===== src/rtl/xalu_sequencer_if.sv =====
// Request/response bundle between the E stage (master) and the HI/LO
// multiply/divide sequencer (slave).
interface xalu_sequencer_if;
    logic        op_valid;
    logic [2:0]  op_code;
    logic [31:0] src_a;
    logic [31:0] src_b;
    logic        flush;
    logic        busy;
    logic        done;
    logic [31:0] res_lo;
    logic [31:0] hi;
    logic [31:0] lo;

    modport master (
        output op_valid, op_code, src_a, src_b, flush,
        input  busy, done, res_lo, hi, lo
    );

    modport slave (
        input  op_valid, op_code, src_a, src_b, flush,
        output busy, done, res_lo, hi, lo
    );
endinterface


===== src/rtl/xalu_sequencer.sv =====
// E-stage multiply/divide sequencer: multi-cycle multiply, 32-step restoring divide, owns HI/LO.
// Optional macro XALU_EARLY_DIV_EN: divides with |b| > |a| or b == 0 jump straight to the sign-fix cycle.
module xalu_sequencer #(
    parameter int MUL_CYCLES = 3,
    parameter int DIV_CYCLES = 33
) (
    input  logic            Clk,
    input  logic            Clr,
    xalu_sequencer_if.slave xalu
);
    localparam logic [1:0] S_IDLE = 2'd0;
    localparam logic [1:0] S_MUL  = 2'd1;
    localparam logic [1:0] S_DIV  = 2'd2;
    localparam logic [1:0] S_FIX  = 2'd3;

    localparam logic [2:0] OP_MULT  = 3'd0;
    localparam logic [2:0] OP_MULTU = 3'd1;
    localparam logic [2:0] OP_DIV   = 3'd2;
    localparam logic [2:0] OP_DIVU  = 3'd3;
    localparam logic [2:0] OP_MTHI  = 3'd4;
    localparam logic [2:0] OP_MTLO  = 3'd5;
    localparam logic [2:0] OP_MUL   = 3'd6;

    localparam logic [4:0] MUL_LAST = 5'(MUL_CYCLES - 1);
    localparam logic [4:0] DIV_LAST = 5'(DIV_CYCLES - 2);

    function automatic logic [31:0] neg_if(input logic [31:0] v, input logic c);
        return c ? (~v + 32'd1) : v;
    endfunction

    logic [1:0]  state_q, state_d;
    logic [4:0]  cnt_q, cnt_d;
    logic        done_q, done_d;
    logic [31:0] res_lo_q, res_lo_d;
    logic [31:0] hi_q, hi_d;
    logic [31:0] lo_q, lo_d;

    logic [31:0] a_q, b_q, dvs_q, quo_q, rem_q;
    logic        mul_sgn_q, mul_only_q, qneg_q, rneg_q, dz_q;

    logic        accept, is_mul, is_div, sdiv, early;
    logic [31:0] abs_a, abs_b, q_fix, r_fix;
    logic [63:0] a_ext, b_ext, prod;
    logic [32:0] shifted, trial;
    logic        trial_ok;

    assign accept = (state_q == S_IDLE) && xalu.op_valid && !xalu.flush;
    assign is_mul = (xalu.op_code == OP_MULT) || (xalu.op_code == OP_MULTU) || (xalu.op_code == OP_MUL);
    assign is_div = (xalu.op_code == OP_DIV) || (xalu.op_code == OP_DIVU);
    assign sdiv   = (xalu.op_code == OP_DIV);
    assign abs_a  = neg_if(xalu.src_a, sdiv & xalu.src_a[31]);
    assign abs_b  = neg_if(xalu.src_b, sdiv & xalu.src_b[31]);

`ifdef XALU_EARLY_DIV_EN
    assign early = (abs_b > abs_a) || (xalu.src_b == 32'd0);
`else
    assign early = 1'b0;
`endif

    // Sign-extending to 64 bits makes one modular product serve both signed and unsigned.
    assign a_ext = {{32{mul_sgn_q & a_q[31]}}, a_q};
    assign b_ext = {{32{mul_sgn_q & b_q[31]}}, b_q};
    assign prod  = a_ext * b_ext;

    assign shifted  = {rem_q, quo_q[31]};
    assign trial    = shifted - {1'b0, dvs_q};
    assign trial_ok = !trial[32];

    assign q_fix = dz_q ? 32'hFFFF_FFFF : neg_if(quo_q, qneg_q);
    assign r_fix = dz_q ? a_q : neg_if(rem_q, rneg_q);

    always_comb begin
        state_d  = state_q;
        cnt_d    = cnt_q;
        done_d   = 1'b0;
        res_lo_d = res_lo_q;
        hi_d     = hi_q;
        lo_d     = lo_q;
        case (state_q)
            S_IDLE: begin
                if (accept) begin
                    if (is_mul) begin
                        state_d = S_MUL;
                        cnt_d   = 5'd0;
                    end else if (is_div) begin
                        state_d = early ? S_FIX : S_DIV;
                        cnt_d   = 5'd0;
                    end else if (xalu.op_code == OP_MTHI) begin
                        hi_d = xalu.src_a;
                    end else if (xalu.op_code == OP_MTLO) begin
                        lo_d = xalu.src_a;
                    end
                end
            end
            S_MUL: begin
                if (cnt_q == MUL_LAST) begin
                    state_d  = S_IDLE;
                    done_d   = 1'b1;
                    res_lo_d = prod[31:0];
                    if (!mul_only_q) begin
                        hi_d = prod[63:32];
                        lo_d = prod[31:0];
                    end
                end else begin
                    cnt_d = cnt_q + 5'd1;
                end
            end
            S_DIV: begin
                if (cnt_q == DIV_LAST) begin
                    state_d = S_FIX;
                end else begin
                    cnt_d = cnt_q + 5'd1;
                end
            end
            default: begin
                state_d  = S_IDLE;
                done_d   = 1'b1;
                res_lo_d = q_fix;
                hi_d     = r_fix;
                lo_d     = q_fix;
            end
        endcase
        // Flush dominates everything, including a commit on the same edge.
        if (xalu.flush) begin
            state_d  = S_IDLE;
            cnt_d    = 5'd0;
            done_d   = 1'b0;
            res_lo_d = res_lo_q;
            hi_d     = hi_q;
            lo_d     = lo_q;
        end
    end

    always_ff @(posedge Clk or posedge Clr) begin
        if (Clr) begin
            state_q  <= S_IDLE;
            cnt_q    <= 5'd0;
            done_q   <= 1'b0;
            res_lo_q <= 32'd0;
            hi_q     <= 32'd0;
            lo_q     <= 32'd0;
        end else begin
            state_q  <= state_d;
            cnt_q    <= cnt_d;
            done_q   <= done_d;
            res_lo_q <= res_lo_d;
            hi_q     <= hi_d;
            lo_q     <= lo_d;
        end
    end

    always_ff @(posedge Clk) begin
        if (accept) begin
            a_q        <= xalu.src_a;
            b_q        <= xalu.src_b;
            mul_sgn_q  <= (xalu.op_code == OP_MULT) || (xalu.op_code == OP_MUL);
            mul_only_q <= (xalu.op_code == OP_MUL);
            qneg_q     <= sdiv & (xalu.src_a[31] ^ xalu.src_b[31]);
            rneg_q     <= sdiv & xalu.src_a[31];
            dz_q       <= (xalu.src_b == 32'd0);
            dvs_q      <= abs_b;
            quo_q      <= early ? 32'd0 : abs_a;
            rem_q      <= early ? abs_a : 32'd0;
        end else if (state_q == S_DIV) begin
            rem_q <= trial_ok ? trial[31:0] : shifted[31:0];
            quo_q <= {quo_q[30:0], trial_ok};
        end
    end

    assign xalu.busy   = (state_q != S_IDLE);
    assign xalu.done   = done_q;
    assign xalu.res_lo = res_lo_q;
    assign xalu.hi     = hi_q;
    assign xalu.lo     = lo_q;
endmodule


===== src/flat_wrapper.sv =====
// flat-port wrapper written by rule: the top's interface ports become plain ports
module xalu_sequencer_flat 
#(
    parameter int MUL_CYCLES = 3,
    parameter int DIV_CYCLES = 33
)
  (Clk, Clr, xalu_op_valid, xalu_op_code, xalu_src_a, xalu_src_b, xalu_flush, xalu_busy, xalu_done, xalu_res_lo, xalu_hi, xalu_lo);
  xalu_sequencer_if xalu_i ();
  input  logic Clk;
  input  logic Clr;
  input wire logic [$bits(xalu_i.op_valid)-1:0] xalu_op_valid;
  input wire logic [$bits(xalu_i.op_code)-1:0] xalu_op_code;
  input wire logic [$bits(xalu_i.src_a)-1:0] xalu_src_a;
  input wire logic [$bits(xalu_i.src_b)-1:0] xalu_src_b;
  input wire logic [$bits(xalu_i.flush)-1:0] xalu_flush;
  output wire logic [$bits(xalu_i.busy)-1:0] xalu_busy;
  output wire logic [$bits(xalu_i.done)-1:0] xalu_done;
  output wire logic [$bits(xalu_i.res_lo)-1:0] xalu_res_lo;
  output wire logic [$bits(xalu_i.hi)-1:0] xalu_hi;
  output wire logic [$bits(xalu_i.lo)-1:0] xalu_lo;
  assign xalu_i.op_valid = xalu_op_valid;
  assign xalu_i.op_code = xalu_op_code;
  assign xalu_i.src_a = xalu_src_a;
  assign xalu_i.src_b = xalu_src_b;
  assign xalu_i.flush = xalu_flush;
  assign xalu_busy = xalu_i.busy;
  assign xalu_done = xalu_i.done;
  assign xalu_res_lo = xalu_i.res_lo;
  assign xalu_hi = xalu_i.hi;
  assign xalu_lo = xalu_i.lo;
  xalu_sequencer #(.MUL_CYCLES(MUL_CYCLES), .DIV_CYCLES(DIV_CYCLES)) u_core (.Clk(Clk), .Clr(Clr), .xalu(xalu_i));
endmodule

===== config.mk =====
export PLATFORM = sky130hd
export DESIGN_NAME = xalu_sequencer_flat
export DESIGN_NICKNAME = d
export VERILOG_FILES = /design/src/rtl/xalu_sequencer_if.sv /design/src/rtl/xalu_sequencer.sv /design/src/flat_wrapper.sv
export SDC_FILE = /design/constraint.sdc
export NUM_CORES = 2
export LEC_CHECK = 0
export ABC_AREA = 1
export ABC_CLOCK_PERIOD_IN_PS = 22900
export CORE_MARGIN = 2
export CORE_UTILIZATION = 70
export CTS_BUF_LIST = sky130_fd_sc_hd__clkbuf_4 sky130_fd_sc_hd__clkbuf_8
export CTS_CLUSTER_DIAMETER = 40
export DETAILED_ROUTE_END_ITERATION = 10
export PLACE_DENSITY = 0.85
export RECOVER_POWER = 50
export SYNTH_ARGS = -nofsm -noshare
export SYNTH_HDL_FRONTEND = slang
export SYNTH_SLANG_ARGS = --single-unit
export TNS_END_PERCENT = 1

===== constraint.sdc =====
create_clock -name Clk -period 22.9 [get_ports Clk]
set_input_delay 4.58 -clock Clk [delete_from_list [all_inputs] [get_ports Clk]]
set_output_delay 4.58 -clock Clk [all_outputs]
set_load 0.02 [all_outputs]

## After elaboration in Yosys (flattened, before gate mapping)

Index checks and enable logic that the tools add are counted.

| storage, ports and cells | value |
|---|---|
| register bits | 269 |
| input bits | 71 |
| output and inout port bits | 98 |
| logic and storage cells | 123 |

| cells by class | value |
|---|---|
| add/sub/neg operators | 6 |
| $mul | 1 |
| equality and inequality tests | 24 |
| mux-type cells | 43 |
| bitwise logic cells | 13 |
| reduce and logical (&&, ||, !) cells | 20 |

Operator list:

| cell | number |
|---|---|
| 32-bit two-way mux | 23 |
| 32-bit one-hot mux with 3 select lines | 2 |
| 32-bit by 1-bit adder with 32-bit output, second input constant | 4 |
| 32-bit inverter | 4 |
| 33-bit by 33-bit multiplier with 64-bit output | 1 |
| 32-bit one-hot mux with 2 select lines | 1 |
| 33-bit by 32-bit subtractor with 33-bit output | 1 |
| 32-bit zero test | 1 |
| 5-bit two-way mux | 6 |
| 5-bit one-hot mux with 3 select lines | 1 |
| 2-bit two-way mux | 6 |
| 2-bit != test, second input constant | 6 |
| 3-bit equality test, second input constant | 3 |
| 3-bit by 2-bit != test with 1-bit output, second input constant | 3 |
| 9-bit AND reduction | 1 |
| 8-bit AND reduction | 1 |
| 3-bit by 2-bit equality test with 1-bit output, second input constant | 2 |
| 3-bit != test, second input constant | 2 |
| 2-bit one-hot mux with 3 select lines | 1 |
| 5-bit by 1-bit adder with 5-bit output, second input constant | 1 |
| 1-bit bitwise AND | 5 |
| 5-bit by 2-bit equality test with 1-bit output, second input constant | 1 |
| 5-bit equality test, second input constant | 1 |
| 5-bit AND reduction | 1 |
| other kinds (19) | 29 |

## Depth between registers and ports, before layout

| logic depth | value |
|---|---|
| depth in word-level cells | 7 |
| gate-level depth with buffers | 36 |
| depth with buffers taken out | 34 |

## Worst setup path before layout

No wires, ideal clock.

| timing path | value |
|---|---|
| kind | in2reg |
| from | input xalu_flush |
| to | register u_core.quo_q[0], enable pin |
| setup time | 0.387 ns |
| arrival | 8.857 ns |
| required time | 22.513 ns |
| slack | 13.656 ns |
| stages | 6 |
| buffers on the path | 1 |
| path through | nor2_1 -> inv_1 -> nor2_2 -> nor2_1 -> clkbuf_1 -> inv_1 |

| on the way | value |
|---|---|
| word-level cells in the longest chain between the ends | 3 |

RTL lines:

| element | RTL line | text |
|---|---|---|
| start, declared | flat_wrapper.sv:15 | `input wire logic [$bits(xalu_i.flush)-1:0] xalu_flush;` |
| 1-bit zero test | xalu_sequencer.sv:47 | `assign accept = (state_q == S_IDLE) && xalu.op_valid && !xalu.flush;` |
| 1-bit logical AND | xalu_sequencer.sv:47 |  |
| via u_core.accept | xalu_sequencer.sv:41 | `logic accept, is_mul, is_div, sdiv, early;` |
| 2-bit nonzero test (no source line) | -- |  |
| end signal, assigned | xalu_sequencer.sv:162 | `quo_q <= early ? 32'd0 : abs_a;` |
| end signal, assigned | xalu_sequencer.sv:166 | `quo_q <= {quo_q[30:0], trial_ok};` |
| end, declared | xalu_sequencer.sv:38 | `logic [31:0] a_q, b_q, dvs_q, quo_q, rem_q;` |

The timed path passes the listed nets, and every way through them passes these cells.
A chain may end at the register's enable or synchronous reset.

==> metrics.txt <==
# TYPE chip_impl_metric gauge
chip_impl_info{name="failed_checks",value="capacitance limit, slew limit"} 1
chip_impl_info{name="yosys-top-cells-area",value="sky130_fd_sc_hd__fa_1, sky130_fd_sc_hd__inv_1, sky130_fd_sc_hd__nand2_1"} 1
chip_impl_metric{name="port_buffers",unit=""} 168
chip_impl_metric{name="setup_total_neg_slack",unit="ns"} 0
chip_impl_metric{name="async_flop_share",unit=""} 0.388
chip_impl_metric{name="timing.max_cap.violations",unit=""} 3
chip_impl_metric{name="fp-row-count",unit=""} 103
chip_impl_metric{name="post_cts_repair_timing_setup_buffer_count",unit=""} 0
chip_impl_metric{name="grt_overflow",unit=""} 0
chip_impl_metric{name="cts.path.max_buffers",unit=""} 3
chip_impl_metric{name="cts_inserted_buffers",unit=""} 46
chip_impl_metric{name="routed-via-count",unit=""} 48900
chip_impl_metric{name="vias_per_cell",unit=""} 5.93
chip_impl_metric{name="layout_overhead_on_the_synthesized_area",unit="%"} 5.95
chip_impl_metric{name="fin_nets",unit=""} 8613
chip_impl_metric{name="dieWidth",unit="µm"} 287
chip_impl_metric{name="drt-pass1-iter-count",unit=""} 7
chip_impl_info{name="timing.critical_path.from_type",value="primary input"} 1
chip_impl_metric{name="clk_latency",unit="ns"} 0.63
chip_impl_metric{name="wl",unit="mm"} 176
chip_impl_info{name="unrepaired_setup_endpoints_after_global_routing",value="false"} 1
chip_impl_metric{name="detail_route.wl_per_cell",unit="µm"} 21.4
chip_impl_metric{name="grt_antenna_before_repair",unit=""} 1
chip_impl_info{name="most-common-layout-cells",value="sky130_fd_sc_hd__inv_1, sky130_fd_sc_hd__nand2_1, sky130_fd_sc_hd__fa_1"} 1
chip_impl_info{name="hold_path.class",value="register to register"} 1
chip_impl_metric{name="seq_area",unit="µm²"} 7210
chip_impl_metric{name="routability_congestion_estimate",unit=""} 1.06
chip_impl_metric{name="synth_sequential_area_ratio",unit=""} 0.128
chip_impl_metric{name="ys.warnings.count",unit=""} 0
chip_impl_metric{name="synth.lib_cells_used.distinct",unit=""} 57
chip_impl_metric{name="postCtsResizedCells",unit=""} 0
chip_impl_metric{name="grt_pass1_vias",unit=""} 50800
chip_impl_metric{name="report.final.hold_viol_count",unit=""} 0
chip_impl_metric{name="max_clock_freq",unit="GHz"} 0.108
chip_impl_info{name="timing.critical_path.to_type",value="async pin"} 1
chip_impl_metric{name="die_h",unit="µm"} 287
chip_impl_metric{name="yosysTopAreaCellShare",unit=""} 0.401
chip_impl_metric{name="mappedNetlistNets",unit=""} 8653
chip_impl_metric{name="fillers",unit=""} 5766
chip_impl_metric{name="final_core_utilization",unit=""} 0.752
chip_impl_metric{name="syn_inst",unit=""} 7202
chip_impl_metric{name="final_max_slew_viol_count",unit=""} 143
chip_impl_metric{name="cp_max_fo",unit=""} 55
chip_impl_metric{name="multi_input_comb_area",unit="µm²"} 40800
chip_impl_metric{name="layout-drive-gt1-share",unit=""} 0.0325
chip_impl_metric{name="starting_density_of_the_core",unit=""} 0.710
chip_impl_metric{name="finalSetupViolations",unit=""} 0
chip_impl_info{name="tritoncts",value="done"} 1
chip_impl_metric{name="remaining_max_slew_budget_at_the_tightest_pin",unit=""} -1.46
chip_impl_metric{name="drc_errors",unit=""} 0
chip_impl_metric{name="htree_num_levels",unit=""} 2
chip_impl_metric{name="transition_time_at_the_pin_with_the_least_slew_margin",unit="ns"} 3.69
chip_impl_metric{name="place.detailed.hpwl",unit="mm"} 142
chip_impl_metric{name="core_area",unit="µm²"} 79300
chip_impl_info{name="run_status",value="finished, violations left"} 1
chip_impl_metric{name="die_area",unit="µm²"} 82600
chip_impl_metric{name="insertedDiodeCount",unit=""} 0
chip_impl_metric{name="grt_max_degree",unit=""} 75
chip_impl_info{name="synth_top_area_cell",value="sky130_fd_sc_hd__fa_1"} 1
chip_impl_metric{name="grt_pass1_wl",unit="mm"} 278
chip_impl_info{name="worstSetupPathType",value="primary input to async pin"} 1
chip_impl_metric{name="worst_ep_arrival_time",unit="ns"} 9.12
chip_impl_metric{name="synth_edf_count",unit=""} 132
chip_impl_metric{name="hold_depth",unit=""} 2
chip_impl_metric{name="drt_iter0_drc",unit=""} 5829
chip_impl_metric{name="boundaryPins",unit=""} 169
chip_impl_metric{name="skew",unit="ns"} 0.0565
chip_impl_metric{name="global_route.usage.total",unit=""} 0.442
chip_impl_metric{name="ant_nets",unit=""} 0
chip_impl_metric{name="path_clk_slew",unit="ns"} 0.06
chip_impl_metric{name="cts.sink_count",unit=""} 268
chip_impl_metric{name="ys_ff_latch",unit=""} 268
chip_impl_metric{name="synth_area",unit="µm²"} 56200
chip_impl_metric{name="cts_hold_buffers",unit=""} 0
chip_impl_metric{name="synth_area_per_cell",unit="µm²"} 7.81
chip_impl_info{name="cts.root.buffer_cell",value="sky130_fd_sc_hd__clkbuf_8"} 1
chip_impl_metric{name="layout_worst_path_cycle_share",unit=""} 0.406
chip_impl_metric{name="timing.reg2reg.worst_path_depth",unit=""} 28
chip_impl_info{name="final_common_cell",value="sky130_fd_sc_hd__inv_1"} 1
chip_impl_info{name="ys.flop_type",value="sky130_fd_sc_hd__edfxtp_1"} 1
chip_impl_metric{name="post-route-min-period",unit="ns"} 9.29
chip_impl_metric{name="cp.required",unit="ns"} 22.74
per-stage QoR:
step,cell area [µm²],hold slack [ns],instances,worst slack (ns)
3_3_place_gp,58500,0.469,8164,14.54
5_1_grt,59600,0.505,8249,12.97
2_1_floorplan,56200,0.449,7202,13.66
3_5_place_dp,58500,0.475,8164,14.30
4_1_cts,59600,0.493,8249,14.30
6_report,59600,0.496,8249,13.61
layout make-up:
class,count,area share
Multi-Input combinational cell,4768,0.685
Sequential cell,268,0.121
Inverter,1828,0.115
Timing Repair Buffer,250,0.0384
Tap cell,1050,0.0220
Clock buffer,63,0.0138
Clock inverter,22,0.00424
per-layer routing:
layer  vias to the layer above  track usage  routed length (µm)
li1                      21000            -                   -
met1                     23700        0.578               62700
met2                      3479        0.683               78600
met3                       723        0.118               24200
met4                         2        0.227               10900
met5                         -            0                   7
final timing paths:
path                                   from            endpoint  slack (ns)
min reg2reg                u_core.rem_q[16]    u_core.rem_q[16]        0.50
max reg2reg                u_core.mul_sgn_q  u_core.xalu.hi[18]       14.16
max                                     Clr   u_core.xalu.hi[1]       13.61
min in group asynchronous               Clr  u_core.xalu.lo[18]        4.98
min                        u_core.rem_q[16]    u_core.rem_q[16]        0.50
max in group Clk           u_core.mul_sgn_q  u_core.xalu.hi[18]       14.16
cell families (layout without fill, tap and decap cells):
| group | Yosys count | after routing | share of synthesized area |
|---|---|---|---|
| and+or+nand+nor | 2635 | 2635 | 0.189 |
| buffers and inverters | 2166 | 2163 | 0.146 |
| adders and majority gates | 1380 | 1380 | 0.457 |
| AOI/OAI and AO/OA | 640 | 640 | 0.0625 |
| DFF | 268 | 268 | 0.128 |
| xor gates and xnor gates | 113 | 113 | 0.0176 |
worst max-delay path, stage by stage:
cell and delay [ns]:
sky130_fd_sc_hd__dlygate4sd3_1 0.54, sky130_fd_sc_hd__clkinvlp_2 1.23, sky130_fd_sc_hd__clkbuf_1 2.68
synthesized netlist by cell type, drive strengths merged (2+ instances only):
cell type  instances
o41ai              2
o221ai             3
nor4               5
nand3            205
o21ai            231
o211ai            10
o21bai            20
fa              1126
buf               34
clkbuf           304
nor3b              3
ha               254
a41oi             12
nand3b            12
o31ai              7
nand4             42
a21o              18
a31oi             41
inv             1825
xnor2             42
nor2             478
dfrtp            104
clkinv             3
edfxtp           132
nor3              45
nand2           1816
xor2              71
o21a               5
a21oi            288
dfxtp             32
or2               27
sequential cells by signal, summed over array words and instances, names as in the netlist:
register            flops
u_core.a_q             32
u_core.xalu.lo         32
u_core.mul_sgn_q        1
u_core.xalu.res_lo     32
u_core.mul_only_q       1
u_core.xalu.hi         32
u_core.qneg_q           1
u_core.b_q             31
u_core.dz_q             1
u_core.rem_q           32
u_core.state_q          2
u_core.xalu.done        1
u_core.quo_q           32
u_core.rneg_q           1
u_core.cnt_q            5
u_core.dvs_q           32
Power is not shown: default switching activity piles up to over one toggle a cycle in this logic, so the estimate is an artifact.
